<file path="src/rtl/tx_link_sched.sv">
// Two-channel 8b10b frame scheduler: comma sync, round-robin grant,
// SOF/HDR/payload/EOF framing paced by the serializer's symbol strobe.
module tx_link_sched #(
  parameter int SYNC_LEN = 4,
  parameter int MAX_LEN  = 16
) (
  input  logic        clk_i,
  input  logic        rst_i,
  input  logic [7:0]  req0_data_i,
  input  logic        req0_valid_i,
  input  logic        req0_last_i,
  output logic        req0_ready_o,
  input  logic [7:0]  req1_data_i,
  input  logic        req1_valid_i,
  input  logic        req1_last_i,
  output logic        req1_ready_o,
  input  logic        sym_ena_i,
  output logic [8:0]  sym_o,
  output logic        grant_o,
  output logic        busy_o,
  output logic [15:0] frame_cnt_o
);

  localparam logic [8:0] COMMA = 9'h1BC;
  localparam logic [8:0] SOF   = 9'h1FB;
  localparam logic [8:0] EOF   = 9'h1FD;

  typedef enum logic [2:0] {
    S_SYNC,
    S_IDLE,
    S_HDR,
    S_PAY,
    S_EOF
  } state_t;

  state_t      state;
  logic [3:0]  sync_cnt;
  logic [7:0]  len_cnt;
  logic [8:0]  sym_q;
  logic        grant_q;
  logic [15:0] frame_cnt;

  logic       g_valid;
  logic       g_last;
  logic [7:0] g_data;

  assign g_valid = grant_q ? req1_valid_i : req0_valid_i;
  assign g_last  = grant_q ? req1_last_i  : req0_last_i;
  assign g_data  = grant_q ? req1_data_i  : req0_data_i;

  assign req0_ready_o = sym_ena_i & (state == S_PAY) & ~grant_q & req0_valid_i;
  assign req1_ready_o = sym_ena_i & (state == S_PAY) &  grant_q & req1_valid_i;

  assign sym_o       = sym_q;
  assign grant_o     = grant_q;
  assign busy_o      = (state == S_HDR) | (state == S_PAY) | (state == S_EOF);
  assign frame_cnt_o = frame_cnt;

  always_ff @(posedge clk_i or posedge rst_i) begin
    if (rst_i) begin
      state     <= S_SYNC;
      sync_cnt  <= '0;
      len_cnt   <= '0;
      sym_q     <= COMMA;
      grant_q   <= 1'b1;
      frame_cnt <= '0;
    end else if (sym_ena_i) begin
      unique case (state)
        S_SYNC: begin
          sym_q    <= COMMA;
          sync_cnt <= sync_cnt + 4'd1;
          if (sync_cnt == 4'(SYNC_LEN - 1)) state <= S_IDLE;
        end
        S_IDLE: begin
          if (req0_valid_i | req1_valid_i) begin
            // on contention alternate away from the previous owner
            grant_q <= (req0_valid_i & req1_valid_i) ? ~grant_q : req1_valid_i;
            sym_q   <= SOF;
            state   <= S_HDR;
          end else begin
            sym_q <= COMMA;
          end
        end
        S_HDR: begin
          sym_q   <= {8'd0, grant_q};
          len_cnt <= '0;
          state   <= S_PAY;
        end
        S_PAY: begin
          if (g_valid) begin
            sym_q   <= {1'b0, g_data};
            len_cnt <= len_cnt + 8'd1;
            if (g_last || len_cnt == 8'(MAX_LEN - 1)) state <= S_EOF;
          end else begin
            sym_q <= COMMA;
          end
        end
        S_EOF: begin
          sym_q     <= EOF;
          frame_cnt <= frame_cnt + 16'd1;
          state     <= S_IDLE;
        end
        default: state <= S_SYNC;
      endcase
    end
  end

endmodule
</file>
<file path="config.mk">
export PLATFORM = sky130hd
export DESIGN_NAME = tx_link_sched
export DESIGN_NICKNAME = d
export VERILOG_FILES = /design/src/rtl/tx_link_sched.sv
export SDC_FILE = /design/constraint.sdc
export NUM_CORES = 1
export LEC_CHECK = 0
export BUFFER_PORTS_ARGS = -buffer_cell sky130_fd_sc_hd__buf_2
export CAP_MARGIN = 5
export CORE_UTILIZATION = 45
export DETAILED_ROUTE_END_ITERATION = 8
export PLACE_DENSITY_LB_ADDON = 0.25
export SETUP_SLACK_MARGIN = 0.3
export SYNTH_ARGS = -nofsm -noshare
export SYNTH_HDL_FRONTEND = slang
export SYNTH_SLANG_ARGS = --single-unit
</file>
<file path="constraint.sdc">
create_clock -name clk_i -period 3.9 [get_ports clk_i]
set_input_delay 0.195 -clock clk_i [delete_from_list [all_inputs] [get_ports clk_i]]
set_output_delay 0.195 -clock clk_i [all_outputs]
set_load 0.05 [all_outputs]
</file>
==> impl_metrics.csv <==
group,metric,value,unit
setup_path,critical-path-top-delay-family,"simple AND/OR/NAND/NOR gates",
clock_network,post_cts.repair.setup_buffers,0,
yosys,yosys_warnings,0,
clock_network,cts_sinks,41,
setup_path,crit_path_end_kind,"output pin",
die,die_area,5050,um2
finish,final_standard_cell_utilization_of_the_core,56.8,%
die,placement_rows,24,
setup_path,worstPathRequired,3.70,ns
yosys,synth-seq-area-share,48.2,%
routing,dr.first_iter.drc_count,70,
die,dieWidth,71.1,um
clock_network,cts_max_level,2,
sta,grt_setup_unrepaired,"false",
placement,place_hpwl,3010,um
global_route,antenna_violations_before_repair,0,
finish,drive_above_1_share,29.3,%
power_and_ir_drop,comb_power_share,41.1,%
clock_network,max-clock-path-buffers,2,
yosys,syn_area_per_cell,10.0,um2
yosys,ff_latch_count_synth,41,
clock_network,holdBufCountCts,0,
yosys,synth_largest_area_cell,"sky130_fd_sc_hd__dfrtp_1",
routing,route.detailed.wl_per_inst,13.3,um
routing,via_per_inst,5.44,
finish,multiInputGateArea,1050,um2
sta,actual_transition_at_the_worst_max_transition_pin,0.563,ns
global_route,first_global_vias,1612,
sta,timing_limited_maximum_frequency,0.456,GHz
power_and_ir_drop,p_int,0.00100,W
routing,total_iterations_of_the_first_detailed_routing_run,6,
finish,nNetsFinal,292,
finish,register_area,1030,um2
clock_network,clockRootBuffer,"sky130_fd_sc_hd__clkbuf_8",
setup_path,critical_path_arrival,2.00,ns
status,run_status,"finished, violations left",
yosys,post_synth_main_area_contributors,"sky130_fd_sc_hd__dfrtp_1 (40%), sky130_fd_sc_hd__dfstp_2 (8.6%), sky130_fd_sc_hd__xnor2_1 (5.7%), sky130_fd_sc_hd__xor2_1 (4.1%), sky130_fd_sc_hd__nand2_1 (3.8%)",
sta,timing_max_transition_violations_final,0,
setup_path,critical_path.max_stage_delay,0.64,ns
clock_network,cts_tree,"done",
finish,antenna-diode-count,0,
setup_path,crit_chain,"nand3b_1 -> or2_2 -> nor3b_1 -> buf_2",
die,core,4470,um2
finish,nFillCells,394,
run,max-cap-violations,0,
power_and_ir_drop,switching_power,0.000799,W
finish,area_delta_synth_final,18.3,%
finish,final_cell_mix,"sky130_fd_sc_hd__buf_2 (51), sky130_fd_sc_hd__dfrtp_1 (34), sky130_fd_sc_hd__nand2_1 (22), sky130_fd_sc_hd__nor2_1 (21), sky130_fd_sc_hd__xnor2_1 (14)",
yosys,synth_cell_types,41,
routing,vias,1731,
placement,globalplace.congestion,0.800,
sta,period_share,56.3,%
power_and_ir_drop,part_of_the_power_in_registers,40.6,%
die,start_util,48.0,%
sta,report.final.setup_viol,0,
power_and_ir_drop,peakVddDrop,0.000383,V
setup_path,timing.critical_path.from_type,"flop",
yosys,synth_fp_nets,240,
clock_network,cts_inserted_buffers,5,
clock_network,clkLatencyLatePin,0.29,ns
power_and_ir_drop,power.static_leakage,1.25,nW
sta,worst_slew_margin_rel,62.2,%
routing,detail_route.drc_violations,6,
setup_path,worstPathMaxFanout,16,
sta,finalClockSkew,0.00255,ns
power_and_ir_drop,power_density,709,nW/um2
clock_network,post_cts_resized,0,
global_route,gr-usage-all-layers,18.4,%
setup_path,worstPathBufferInverterCount,1,
status,violations_in_the_final_reports,"design-rule violations",
yosys,syn_area,2150,um2
die,pin_count,52,
clock_network,path_clk_slew,0.07,ns
power_and_ir_drop,power_switching_share,44.4,%
hold_path,type_of_the_tightest_min_delay_check,"in -> async",
sta,min_period,2.19,ns
sta,timing_hold_violations_final,0,
setup_path,worst-setup-path-type,"reg -> out",
die,die_height,71.1,um
routing,wirelength,4230,um
power_and_ir_drop,share_clk_of_total_power,18.3,%
yosys,syn_inst,214,
global_route,overflow_after_grt,0,
setup_path,slowest_stage,"sky130_fd_sc_hd__dfrtp_1",
global_route,largest_net_degree_at_the_start_of_global_routing,42,
global_route,first_pass_grt_wire_length,7200,um
yosys,post-synth-top-area-fraction,39.6,%
placement,numPortBuffers,51,
routing,route.antenna.remaining_nets,0,
finish,layout.cells.most_common,"sky130_fd_sc_hd__buf_2",
sta,setup_tns,0,ns
-- per-layer routing --
| layer | part of all wire [%] | global-route usage (%) | wire length, um |
|---|---|---|---|
| met5 | 0 | 0 | 0 |
| met4 | 2.1 | 8.44 | 87 |
| met2 | 45 | 30.1 | 1900 |
| met3 | 4.7 | 4.56 | 200 |
| met1 | 48 | 23.2 | 2040 |
-- power groups by stage --
stage,clock network (W),logic (W),registers [W]
6_report,0.000329,0.000740,0.000732
2_1_floorplan,0,0.000454,0.000882
3_3_place_gp,0,0.000739,0.000737
5_1_grt,0.000351,0.000808,0.000758
4_1_cts,0.000340,0.000746,0.000732
3_5_place_dp,0,0.000745,0.000739
-- sequential cells by signal (all words and copies together) (netlist names) --
register and cells:
frame_cnt_o 16, sym_o 9, sync_cnt 4, grant_o 1
state 3, len_cnt 8
-- layout make-up --
class | instances | area share, %
Timing Repair Buffer | 52 | 10.3
Tap cell | 52 | 2.56
Clock buffer | 5 | 2.71
Multi-Input combinational cell | 160 | 41.4
Clock inverter | 2 | 1.38
Sequential cell | 41 | 40.7
Inverter | 6 | 0.886
-- worst register-to-register path: stages (launching register included) --
cell and delay (ns):
sky130_fd_sc_hd__dfstp_2 0.78, sky130_fd_sc_hd__nand2b_1 0.17, sky130_fd_sc_hd__a21oi_1 0.07, sky130_fd_sc_hd__o21ai_0 0.42
sky130_fd_sc_hd__nand2_1 0.19, sky130_fd_sc_hd__a211o_1 0.32
-- cell usage after synthesis --
library cell,n
sky130_fd_sc_hd__ha_1,3
sky130_fd_sc_hd__a41oi_1,1
sky130_fd_sc_hd__buf_4,1
sky130_fd_sc_hd__a22o_1,4
sky130_fd_sc_hd__nor4_1,1
sky130_fd_sc_hd__nand2b_1,5
sky130_fd_sc_hd__and4_1,1
sky130_fd_sc_hd__or2_2,1
sky130_fd_sc_hd__a211o_1,1
sky130_fd_sc_hd__o21ai_0,9
sky130_fd_sc_hd__xnor2_1,14
sky130_fd_sc_hd__a21oi_1,12
sky130_fd_sc_hd__nand3_1,8
sky130_fd_sc_hd__and3_4,1
sky130_fd_sc_hd__xor2_1,10
sky130_fd_sc_hd__nand4_4,1
sky130_fd_sc_hd__nor3_2,1
sky130_fd_sc_hd__buf_2,1
sky130_fd_sc_hd__nor3b_1,2
sky130_fd_sc_hd__and4_4,1
sky130_fd_sc_hd__and3_1,5
sky130_fd_sc_hd__nand4_1,5
sky130_fd_sc_hd__nand3b_1,1
sky130_fd_sc_hd__nor3_1,4
sky130_fd_sc_hd__mux2_2,6
sky130_fd_sc_hd__and4bb_2,1
sky130_fd_sc_hd__buf_6,1
sky130_fd_sc_hd__o31ai_1,1
sky130_fd_sc_hd__dfrtp_1,34
sky130_fd_sc_hd__o41ai_1,1
sky130_fd_sc_hd__o211ai_1,1
sky130_fd_sc_hd__clkbuf_1,4
sky130_fd_sc_hd__nand2_1,22
sky130_fd_sc_hd__a21o_1,1
sky130_fd_sc_hd__dfstp_2,7
sky130_fd_sc_hd__nor2b_1,2
sky130_fd_sc_hd__inv_1,6
sky130_fd_sc_hd__a31oi_1,5
sky130_fd_sc_hd__a32oi_1,1
sky130_fd_sc_hd__mux2i_1,7
sky130_fd_sc_hd__nor2_1,21
-- worst paths after layout --
| check | to | start | cells past startpoint | slack, ns |
|---|---|---|---|---|
| setup / recovery | req0_ready_o | state[1]$_DFFE_PP0P_ | 4 | 1.71 |
| hold / removal | frame_cnt_o[10]$_DFFE_PP0P_ | rst_i | 3 | 0.01 |
| setup reg to reg | state[1]$_DFFE_PP0P_ | grant_o$_DFFE_PP1P_ | 5 | 1.84 |
| hold reg to reg | sym_o[8]$_DFFE_PP1P_ | sym_o[8]$_DFFE_PP1P_ | 2 | 0.47 |
| max in group asynchronous | sym_o[2]$_DFFE_PP1P_ | rst_i | 3 | 3.51 |
| min in group clk_i | grant_o$_DFFE_PP1P_ | req0_valid_i | 2 | 0.16 |
-- metrics by stage --
step / worst slack [ns] / total power (W) / instance area (um2) / cells / hold WS (ns)
2_1_floorplan: 1.60 / 0.00134 / 2150 / 214 / 0.291
3_3_place_gp: 1.88 / 0.00148 / 2440 / 311 / 0.348
3_5_place_dp: 1.84 / 0.00148 / 2440 / 311 / 0.357
4_1_cts: 1.72 / 0.00182 / 2540 / 318 / 0.0282
5_1_grt: 1.58 / 0.00192 / 2540 / 318 / 0.0670
6_report: 1.71 / 0.00180 / 2540 / 318 / 0.0124
-- cell families (layout without fill, tap and decap cells) --
kind of cell | Yosys count | in the layout | share of synthesized area, %
XOR/XNOR | 24 | 24 | 9.78
AO/OA/AOI/OAI | 37 | 37 | 10.7
buffers and inverters | 13 | 65 | 2.85
AND/OR/NAND/NOR | 83 | 83 | 20.4
multiplexers | 13 | 13 | 6.41
adder cells (fa/ha/maj) | 3 | 3 | 1.75
flip-flops | 41 | 41 | 48.2
No activity file was read; power rests on OpenSTA's default activity.
